**src/rtl/dp_main_pkg.sv**
```systemverilog
// Shared constants, FSM state encoding and a saturating adder for the
// frame-level speech/silence decoder (dp_main).
package dp_main_pkg;

  // Default block parameters
  localparam int DEF_FRAME_LEN   = 256;
  localparam int DEF_SPEECH_COST = 512;
  localparam int DEF_TRANS_PEN   = 4096;
  localparam int DEF_DW          = 24;

  // Datapath widths
  localparam int SAMPLE_W = 16;  // signed PCM sample
  localparam int ABS_W    = 17;  // |sample|, holds 32768 (or up to 65535 with pre-emphasis)
  localparam int ENERGY_W = 16;  // per-frame mean absolute amplitude
  localparam int ACC_W    = 27;  // 1024 samples of 65535 fit with margin
  localparam int SAT_W    = 32;  // working width of sat_add (path cost width must stay below this)

  // Control FSM states
  typedef enum logic [2:0] {
    ST_IDLE = 3'd0,
    ST_COST = 3'd1,
    ST_CMP  = 3'd2,
    ST_NORM = 3'd3,
    ST_OUT  = 3'd4
  } dp_state_e;

  // Unsigned add with one guard bit, clamped to 2^w - 1
  function automatic logic [SAT_W-1:0] sat_add(input logic [SAT_W-1:0] a,
                                               input logic [SAT_W-1:0] b,
                                               input int unsigned      w);
    logic [SAT_W:0] sum;
    logic [SAT_W:0] lim;
    sum = {1'b0, a} + {1'b0, b};
    lim = (33'd1 << w) - 33'd1;
    if (sum > lim) begin
      return lim[SAT_W-1:0];
    end else begin
      return sum[SAT_W-1:0];
    end
  endfunction

endpackage

```
**src/rtl/dp_frame_energy.sv**
```systemverilog
// Per-frame mean absolute amplitude: optional pre-emphasis, abs, accumulator
// and sample counter. Emits the energy snapshot and a one-cycle frame_done.
// Optional feature macro: DP_MAIN_PREEMPH_EN (first-order pre-emphasis).
module dp_frame_energy
  import dp_main_pkg::*;
#(
  parameter int FRAME_LEN = DEF_FRAME_LEN
) (
  input  logic                clk,
  input  logic                rst_n,
  input  logic [SAMPLE_W-1:0] x,
  input  logic                write,
  output logic [ENERGY_W-1:0] e,
  output logic                frame_done
);

  localparam int CNT_W = $clog2(FRAME_LEN);

  logic [CNT_W-1:0]    cnt_r;
  logic [ACC_W-1:0]    acc_r;
  logic [ENERGY_W-1:0] e_r;
  logic                frame_done_r;

  logic [ABS_W-1:0]    a_s;
  logic [ACC_W-1:0]    sum_s;
  logic [ENERGY_W-1:0] e_next_s;
  logic                last_s;

`ifdef DP_MAIN_PREEMPH_EN
  logic signed [17:0]  x_ext_s;
  logic signed [17:0]  p_ext_s;
  logic signed [17:0]  y_s;
  logic [17:0]         y_u_s;
  logic [17:0]         y_abs_s;
  logic [SAMPLE_W-1:0] x_prev_r;

  // Pre-emphasis y = x - (x_prev - x_prev/32) at 18 bits, then abs clamped to 65535
  always_comb begin
    x_ext_s = {{2{x[15]}}, x};
    p_ext_s = {{2{x_prev_r[15]}}, x_prev_r};
    y_s     = x_ext_s - (p_ext_s - (p_ext_s >>> 5));
    y_u_s   = y_s;
    if (y_u_s[17]) begin
      y_abs_s = ~y_u_s + 18'd1;
    end else begin
      y_abs_s = y_u_s;
    end
    if (y_abs_s > 18'd65535) begin
      a_s = 17'd65535;
    end else begin
      a_s = y_abs_s[16:0];
    end
  end

  // Previous-sample register for the filter, advanced on every accepted sample
  always_ff @(posedge clk or negedge rst_n) begin
    if (!rst_n) begin
      x_prev_r <= 16'd0;
    end else if (write) begin
      x_prev_r <= x;
    end else begin
      x_prev_r <= x_prev_r;
    end
  end
`else
  // Absolute value at 17 bits so that -32768 maps to 32768
  always_comb begin
    if (x[15]) begin
      a_s = ~{1'b1, x} + 17'd1;
    end else begin
      a_s = {1'b0, x};
    end
  end
`endif

  // Running sum including the current sample, its frame mean, and frame-end detect
  always_comb begin
    sum_s    = acc_r + {{(ACC_W-ABS_W){1'b0}}, a_s};
    e_next_s = ENERGY_W'(sum_s >> CNT_W);
    last_s   = (cnt_r == {CNT_W{1'b1}});
  end

  // Accumulate samples; on the last one snapshot the mean and restart the frame
  always_ff @(posedge clk or negedge rst_n) begin
    if (!rst_n) begin
      cnt_r        <= {CNT_W{1'b0}};
      acc_r        <= {ACC_W{1'b0}};
      e_r          <= {ENERGY_W{1'b0}};
      frame_done_r <= 1'b0;
    end else if (write) begin
      if (last_s) begin
        cnt_r        <= {CNT_W{1'b0}};
        acc_r        <= {ACC_W{1'b0}};
        e_r          <= e_next_s;
        frame_done_r <= 1'b1;
      end else begin
        cnt_r        <= cnt_r + CNT_W'(1);
        acc_r        <= sum_s;
        frame_done_r <= 1'b0;
      end
    end else begin
      frame_done_r <= 1'b0;
    end
  end

  assign e          = e_r;
  assign frame_done = frame_done_r;

endmodule

```
**src/rtl/dp_main.sv**
```systemverilog
// Two-state (silence/speech) Viterbi-style decoder over frame energies.
// One decision bit per frame on result, qualified by a result_dv pulse that
// follows the frame's last sample by five clocks.
// Optional feature macro: DP_MAIN_PREEMPH_EN (handled inside dp_frame_energy).
module dp_main
  import dp_main_pkg::*;
#(
  parameter int FRAME_LEN   = DEF_FRAME_LEN,
  parameter int SPEECH_COST = DEF_SPEECH_COST,
  parameter int TRANS_PEN   = DEF_TRANS_PEN,
  parameter int DW          = DEF_DW
) (
  input  logic                clk,
  input  logic                reset,
  input  logic [SAMPLE_W-1:0] x_i,
  input  logic                write,
  output logic                result_dv,
  output logic                result
);

  localparam logic [2:0] IDLE = ST_IDLE;
  localparam logic [2:0] COST = ST_COST;
  localparam logic [2:0] CMP  = ST_CMP;
  localparam logic [2:0] NORM = ST_NORM;
  localparam logic [2:0] OUT  = ST_OUT;

  localparam logic [DW-1:0] TP_C = DW'(TRANS_PEN);
  localparam logic [DW-1:0] SC_C = DW'(SPEECH_COST);
  localparam int            PAD  = SAT_W - DW;

  logic [2:0]          state_r;
  logic [2:0]          state_nxt_s;
  logic [DW-1:0]       d0_r;        // stored silence path cost
  logic [DW-1:0]       d1_r;        // stored speech path cost
  logic [DW-1:0]       m0_r;        // best predecessor cost into silence
  logic [DW-1:0]       m1_r;        // best predecessor cost into speech
  logic [DW-1:0]       n0_r;
  logic [DW-1:0]       n1_r;
  logic                dec_r;
  logic                result_r;
  logic                result_dv_r;

  logic [ENERGY_W-1:0] e_s;
  logic                frame_done_s;
  logic [DW-1:0]       c01_s;       // silence -> speech candidate
  logic [DW-1:0]       c10_s;       // speech -> silence candidate
  logic [DW-1:0]       n0_s;
  logic [DW-1:0]       n1_s;
  logic [DW-1:0]       min_n_s;

  function automatic logic [SAT_W-1:0] widen(input logic [DW-1:0] v);
    return {{PAD{1'b0}}, v};
  endfunction

  dp_frame_energy #(
    .FRAME_LEN(FRAME_LEN)
  ) u_energy (
    .clk        (clk),
    .rst_n      (reset),
    .x          (x_i),
    .write      (write),
    .e          (e_s),
    .frame_done (frame_done_s)
  );

  // Saturating candidate and new-cost sums; tie on N0 == N1 keeps silence as minimum
  always_comb begin
    c10_s   = DW'(sat_add(widen(d1_r), widen(TP_C), DW));
    c01_s   = DW'(sat_add(widen(d0_r), widen(TP_C), DW));
    n0_s    = DW'(sat_add(widen(m0_r), {{(SAT_W-ENERGY_W){1'b0}}, e_s}, DW));
    n1_s    = DW'(sat_add(widen(m1_r), widen(SC_C), DW));
    min_n_s = dec_r ? n1_r : n0_r;
  end

  // Next-state logic: one pass COST->CMP->NORM->OUT per completed frame
  always_comb begin
    state_nxt_s = IDLE;
    case (state_r)
      IDLE:    state_nxt_s = frame_done_s ? COST : IDLE;
      COST:    state_nxt_s = CMP;
      CMP:     state_nxt_s = NORM;
      NORM:    state_nxt_s = OUT;
      OUT:     state_nxt_s = IDLE;
      default: state_nxt_s = IDLE;
    endcase
  end

  // State register
  always_ff @(posedge clk or negedge reset) begin
    if (!reset) begin
      state_r <= IDLE;
    end else begin
      state_r <= state_nxt_s;
    end
  end

  // Recursion datapath: candidates, new costs and decision, normalization, output
  always_ff @(posedge clk or negedge reset) begin
    if (!reset) begin
      d0_r        <= {DW{1'b0}};
      d1_r        <= TP_C;
      m0_r        <= {DW{1'b0}};
      m1_r        <= {DW{1'b0}};
      n0_r        <= {DW{1'b0}};
      n1_r        <= {DW{1'b0}};
      dec_r       <= 1'b0;
      result_r    <= 1'b0;
      result_dv_r <= 1'b0;
    end else begin
      result_dv_r <= 1'b0;
      case (state_r)
        COST: begin
          m0_r <= (d0_r < c10_s) ? d0_r : c10_s;
          m1_r <= (d1_r < c01_s) ? d1_r : c01_s;
        end
        CMP: begin
          n0_r  <= n0_s;
          n1_r  <= n1_s;
          dec_r <= (n1_s < n0_s);
        end
        NORM: begin
          d0_r <= n0_r - min_n_s;
          d1_r <= n1_r - min_n_s;
        end
        OUT: begin
          result_r    <= dec_r;
          result_dv_r <= 1'b1;
        end
        default: begin
          result_dv_r <= 1'b0;
        end
      endcase
    end
  end

  assign result    = result_r;
  assign result_dv = result_dv_r;

endmodule

```
**config.mk**
```make
export PLATFORM = sky130hd
export DESIGN_NAME = dp_main
export DESIGN_NICKNAME = d
export VERILOG_FILES = /design/src/rtl/dp_main_pkg.sv /design/src/rtl/dp_frame_energy.sv /design/src/rtl/dp_main.sv
export SDC_FILE = /design/constraint.sdc
export NUM_CORES = 1
export LEC_CHECK = 0
export CORE_ASPECT_RATIO = 1.75
export CORE_MARGIN = 2
export CORE_UTILIZATION = 40
export CTS_CLUSTER_DIAMETER = 50
export CTS_CLUSTER_SIZE = 20
export DETAILED_ROUTE_END_ITERATION = 12
export GPL_TIMING_DRIVEN = 0
export HOLD_SLACK_MARGIN = 0.03
export PLACE_DENSITY = 0.62
export SLEW_MARGIN = 15
export SYNTH_ARGS = -nofsm -noshare
export SYNTH_HDL_FRONTEND = slang
export SYNTH_HIERARCHICAL = 1
export SYNTH_SLANG_ARGS = --single-unit
```
**constraint.sdc**
```tcl
create_clock -name clk -period 5.35 [get_ports clk]
set_clock_uncertainty 0.1 [all_clocks]
set_input_delay 0.535 -clock clk [delete_from_list [all_inputs] [get_ports clk]]
set_output_delay 0.535 -clock clk [all_outputs]
set_load 0.03 [all_outputs]
```
After elaboration in Yosys (flattened, before gate mapping)
Index checks and enable logic that the tools add are counted.

$add $sub $neg: 9. $mul: 0. Div/mod/pow operators: 0. Order comparisons: 7. Equal/unequal tests: 5. Shift operators: 0. Mux-type cells: 15. Bitwise gates (word level): 1. Reduce and logical (&&, ||, !) cells: 2.

Operators with widths (count): 24-bit 2-to-1 mux (7); 25-bit by 24-bit greater-than comparator with 1-bit output (second input constant) (4); 24-bit less-than comparator (3); 24-bit by 13-bit adder with 25-bit output (second input constant) (2); 24-bit subtractor (2); 27-bit by 17-bit adder with 27-bit output (1); 27-bit 2-to-1 mux (1); 24-bit by 10-bit adder with 25-bit output (second input constant) (1); 24-bit by 16-bit adder with 25-bit output (1); 17-bit by 1-bit adder with 17-bit output (second input constant) (1); 17-bit 2-to-1 mux (1); 17-bit NOT (1); 3-bit case mux with 4 select lines (1); 8-bit by 1-bit adder with 8-bit output (second input constant) (1); 8-bit equality test (second input constant) (1); 8-bit 2-to-1 mux (1); 3-bit by 2-bit equality test with 1-bit output (second input constant) (2); 1-bit 2-to-1 mux (4); 3-bit by 1-bit equality test with 1-bit output (second input constant) (1); 3-bit equality test (second input constant) (1); 3-bit logical NOT (1); 2-bit AND reduction (1).

Register bits after elaboration: 202. Latch bits: 0. Memory bits (writable): 0. Bits in read-only memories: 0. Bits of input ports: 19. Output and inout port bits: 2. Memories: 0.

Depth between registers and ports, before layout
Depth after elaboration: 5. Gate-level depth with buffers: 22. Depth with buffers taken out: 20.

Hierarchy
The synthesis kept the hierarchy.

Modules (own cells, without submodules): dp_main (times used 1, cells each 1457, area each 12453.2 um^2, seq. area each 3754.9 um^2); dp_frame_energy (times used 1, cells each 398, area each 3424.5 um^2, seq. area each 1226.2 um^2).

Worst setup path before layout
OpenSTA, ideal clock, no wires.

Path type: register to register. Start point: reg d1_r[12]. End point: reg m0_r[4]. Library setup time: 0.101 ns. Data arrival time: 4.280 ns. Required time: 5.149 ns. Path slack: 0.869 ns. Cell stages (with the launch flop): 23. Buffers on the path: 4. Path through: dfstp_2 clkbuf_2 inv_1 ha_1 nor4_1 nand3_1 a2111oi_1 nand2b_1 and3_4 buf_12 nor2_2 ha_1 a21o_1 a21oi_1 nor2b_1 o21ai_0 nand2_1 a221o_1 nor3_1 buf_2 clkbuf_1 nand3_1 o311ai_2.

Cells in the longest elaborated chain, start to end: 5.

RTL lines: from (decl) (line dp_main.sv:34) `logic [DW-1:0] d1_r;`; from (signal assigned) (line dp_main.sv:123) `d1_r <= n1_r - min_n_s;`; 24-bit by 13-bit adder with 25-bit output (*) (line dp_main_pkg.sv:33) `sum = {1'b0, a} + {1'b0, b};`; 25-bit by 24-bit greater-than comparator with 1-bit output (line dp_main_pkg.sv:35) `if (sum > lim) begin`; 24-bit 2-to-1 mux (*) (line dp_main_pkg.sv:35); 24-bit less-than comparator (line dp_main.sv:113) `m0_r <= (d0_r < c10_s) ? d0_r : c10_s;`; 24-bit 2-to-1 mux (*) (line dp_main.sv:113); to (signal assigned) (line dp_main.sv:102) `m0_r <= {DW{1'b0}};`; to (signal assigned) (line dp_main.sv:113); to (decl) (line dp_main.sv:35) `logic [DW-1:0] m0_r;`.

Every way passes the cells marked *; elsewhere a longest branch is shown, timed or not. A chain may end at the register's enable or synchronous reset.

Worst setup path after layout
Start point: reg d1_r[12]. End point: reg m0_r[14].

The elaborated chain is that of the path after synthesis.

==> flow_metrics.tcl <==
set metrics [dict create \
    outcome "finished, final reports clean" \
    row_count 96 \
    postCtsSetupBuffers 0 \
    relSlewSlack_pct 36.2 \
    ys.warnings.count 6 \
    clock_path_buffers 2 \
    ys_top_cells_by_area "dfrtp_1 31%, ha_1 13%, nand2_1 6.2%" \
    clk_pin_slew_worst_paths_ps 80 \
    finalCritPeriodShare_pct 94.4 \
    synth_area_leader_cell "dfrtp_1" \
    grt_overflow 0 \
    fin_crit_ps 5050 \
    clk_latency_ps 480 \
    synth_nets 2038 \
    clockRootBuffer "clkbuf_16" \
    synth-main-ff-cell "dfrtp_1" \
    drtAntennaViolNets 0 \
    synthCells 1855 \
    area_growth_pct 9.55 \
    hold_class "flop to flop" \
    setup_violations 0 \
    die_w_um 155 \
    synth.distinct_cells 96 \
    synth_area_per_cell_um2 8.56 \
    grt_max_degree 101 \
    n_antenna_cell 0 \
    drc_errors 0 \
    cts_buffers 17 \
    async_reset_ff_share_pct 100 \
    cts_tree "yes" \
    placed_area_um2 16800 \
    design_area_um2 17400 \
    vias 14500 \
    gp_congestion 0.945 \
    nets 2080 \
    final_hold_viol_count 0 \
    cp.required_ps 5580 \
    timing.fmax_ghz 0.198 \
    die_y_um 268 \
    finalCoreUtilization_pct 44.4 \
    synth.top_cell.area_share_pct 31.2 \
    ctsHtreeMaxLevel 4 \
    port-buffer-count 20 \
    crit_type "flop to flop" \
    ys_seq_area_share_pct 31.4 \
    core_um2 39200 \
    wl_per_cell_um 24.4 \
    yosysMostFrequentCell "nand2_1" \
    setup_tns_ps 0 \
    drtIter0Drc 811 \
    cp-end-kind "flop" \
    viasPerCell 6.03 \
    pin_count 21 \
    drive_above_1_share_pct 7.33 \
    antenna_found_initial 0 \
    setup.worst_path.start_class "flop" \
    worst_pin_slew_ps 954 \
    synth_commonest_cells "264 x nand2_1, 198 x dfrtp_1, 160 x ha_1" \
    grt_pass1_wl_um 87500 \
    grt_usage_pct 28.6 \
    start_util_pct 40.5 \
    synth_area_um2 15900 \
    cp_data_arrival_time_ps 5280 \
    dp_hpwl_um 46900 \
    grt_pass1_vias 14600 \
    drv_cap 0 \
    cp_max_fo 10 \
    rsz0062_at_grt "no" \
    die_area_um2 41400 \
    ys_ff_latch 199 \
    synth_edf_count 0 \
    report.final.slew_viol_count 0 \
    dr.pass1.iters 5 \
    drt_wl_total_um 58500 \
    clock_sinks 199 \
]
stage by stage:
stage,setup WS (ps),instances,hold WS (ps)
finish,301,2400,382
global route,7.79,2400,401
CTS,33.5,2400,392
detailed placement,15.1,2367,311
global placement,-5130,2365,366
floorplan,869,1855,139
final timing paths:
check,to,startpoint,slack [ps],cells past startpoint
worst min register to register,u_energy/cnt_r[6],u_energy/cnt_r[6],380,1
min in group asynchronous,m0_r[8],reset,390,2
worst min-delay path,u_energy/cnt_r[6],u_energy/cnt_r[6],380,1
worst max-delay path,m0_r[14],d1_r[12],300,21
worst max register to register,m0_r[14],d1_r[12],300,21
max in group asynchronous,d0_r[8],reset,3930,3
cells in the final DEF (no fill, tap or decap), types with 14 or more instances in the layout:
| master | Yosys | final |
|---|---|---|
| and3_1 | 20 | 20 |
| a21o_1 | 44 | 44 |
| nand3_1 | 83 | 83 |
| nand2b_1 | 35 | 35 |
| nor2_1 | 139 | 139 |
| clkdlybuf4s50_1 | 0 | 19 |
| nand2_1 | 264 | 264 |
| a31oi_1 | 27 | 27 |
| dfrtp_1 | 198 | 198 |
| mux2i_1 | 30 | 30 |
| nor2_2 | 14 | 14 |
| o21ai_0 | 135 | 135 |
| nor2b_1 | 23 | 23 |
| xor2_1 | 42 | 42 |
| clkbuf_1 | 52 | 49 |
| inv_1 | 70 | 70 |
| o22ai_1 | 18 | 18 |
| o311ai_1 | 25 | 25 |
| ha_1 | 160 | 160 |
| nand4_1 | 39 | 39 |
| o311ai_2 | 17 | 17 |
| nor3_1 | 25 | 24 |
| or3_1 | 15 | 15 |
| o21a_1 | 24 | 24 |
| a21oi_1 | 83 | 83 |
| xnor2_1 | 73 | 73 |
| clkbuf_16 | 0 | 17 |
flip-flops by register name, indices dropped and copies added, names as in the netlist:
signal	flops
u_energy/acc_r	24
dec_r	1
m1_r	24
d1_r	24
u_energy/e	16
result_dv	1
n1_r	24
d0_r	24
n0_r	24
state_r	3
result	1
m0_r	24
u_energy/frame_done	1
u_energy/cnt_r	8
repair_timing:
action | 4_1_cts | 5_1_grt
endpoints found under the hold margin | 26 | 0
gates resized for setup | 1 | 13
hold buffers | 1 | 0
endpoints found under the setup margin | 5 | 26
critical path: stages (launching register included):
cell       delay (ps)
dfstp_2           610
clkbuf_2          250
inv_1             120
ha_1              310
nor4_1            290
nand3_1           140
a2111oi_2         260
nand2b_1          150
and3_4            240
buf_12            160
nor2_2             60
ha_1              280
a21o_1            150
a21oi_1           160
nor2b_1            60
o21ai_0           160
nand2_1            80
a221o_1           370
nor3_2            230
buf_4             250
buf_2             310
o311ai_1          130
layer usage:
layer	vias up	GRT usage, %	part of all wire (%)
li1	6776	-	-
met1	6963	25.6	32
met2	483	53.5	52
met3	243	3.58	3.3
met4	0	29.0	12
met5	-	0	0
kinds of logic (layout without fill, tap and decap cells):
kind of cell / count (synthesis) / after routing / share of synthesized area [%]
xor+xnor: 115 / 115 / 6.34
other cells: 1 / 1 / 0.0236
simple gates: 706 / 706 / 21.1
compound gates: 478 / 478 / 21.2
mux: 35 / 35 / 2.25
flops: 199 / 199 / 31.4
fa+ha+maj: 164 / 164 / 13.1
buf+inv: 157 / 212 / 4.61
cell type report:
| cell class | count | area [µm²] |
|---|---|---|
| buffer | 87 | 478 |
| timing repair buffer | 23 | 270 |
| tap | 490 | 613 |
| sequential | 199 | 4980 |
| inverter | 70 | 263 |
| multi-input combinational | 1499 | 10200 |
| clock buffer | 17 | 425 |
| fill | 3891 | 21800 |
| clock inverter | 15 | 183 |
Power is left out: the tool's default activity adds up to more than one toggle a clock period on the data nets, which glitch-free logic cannot reach.
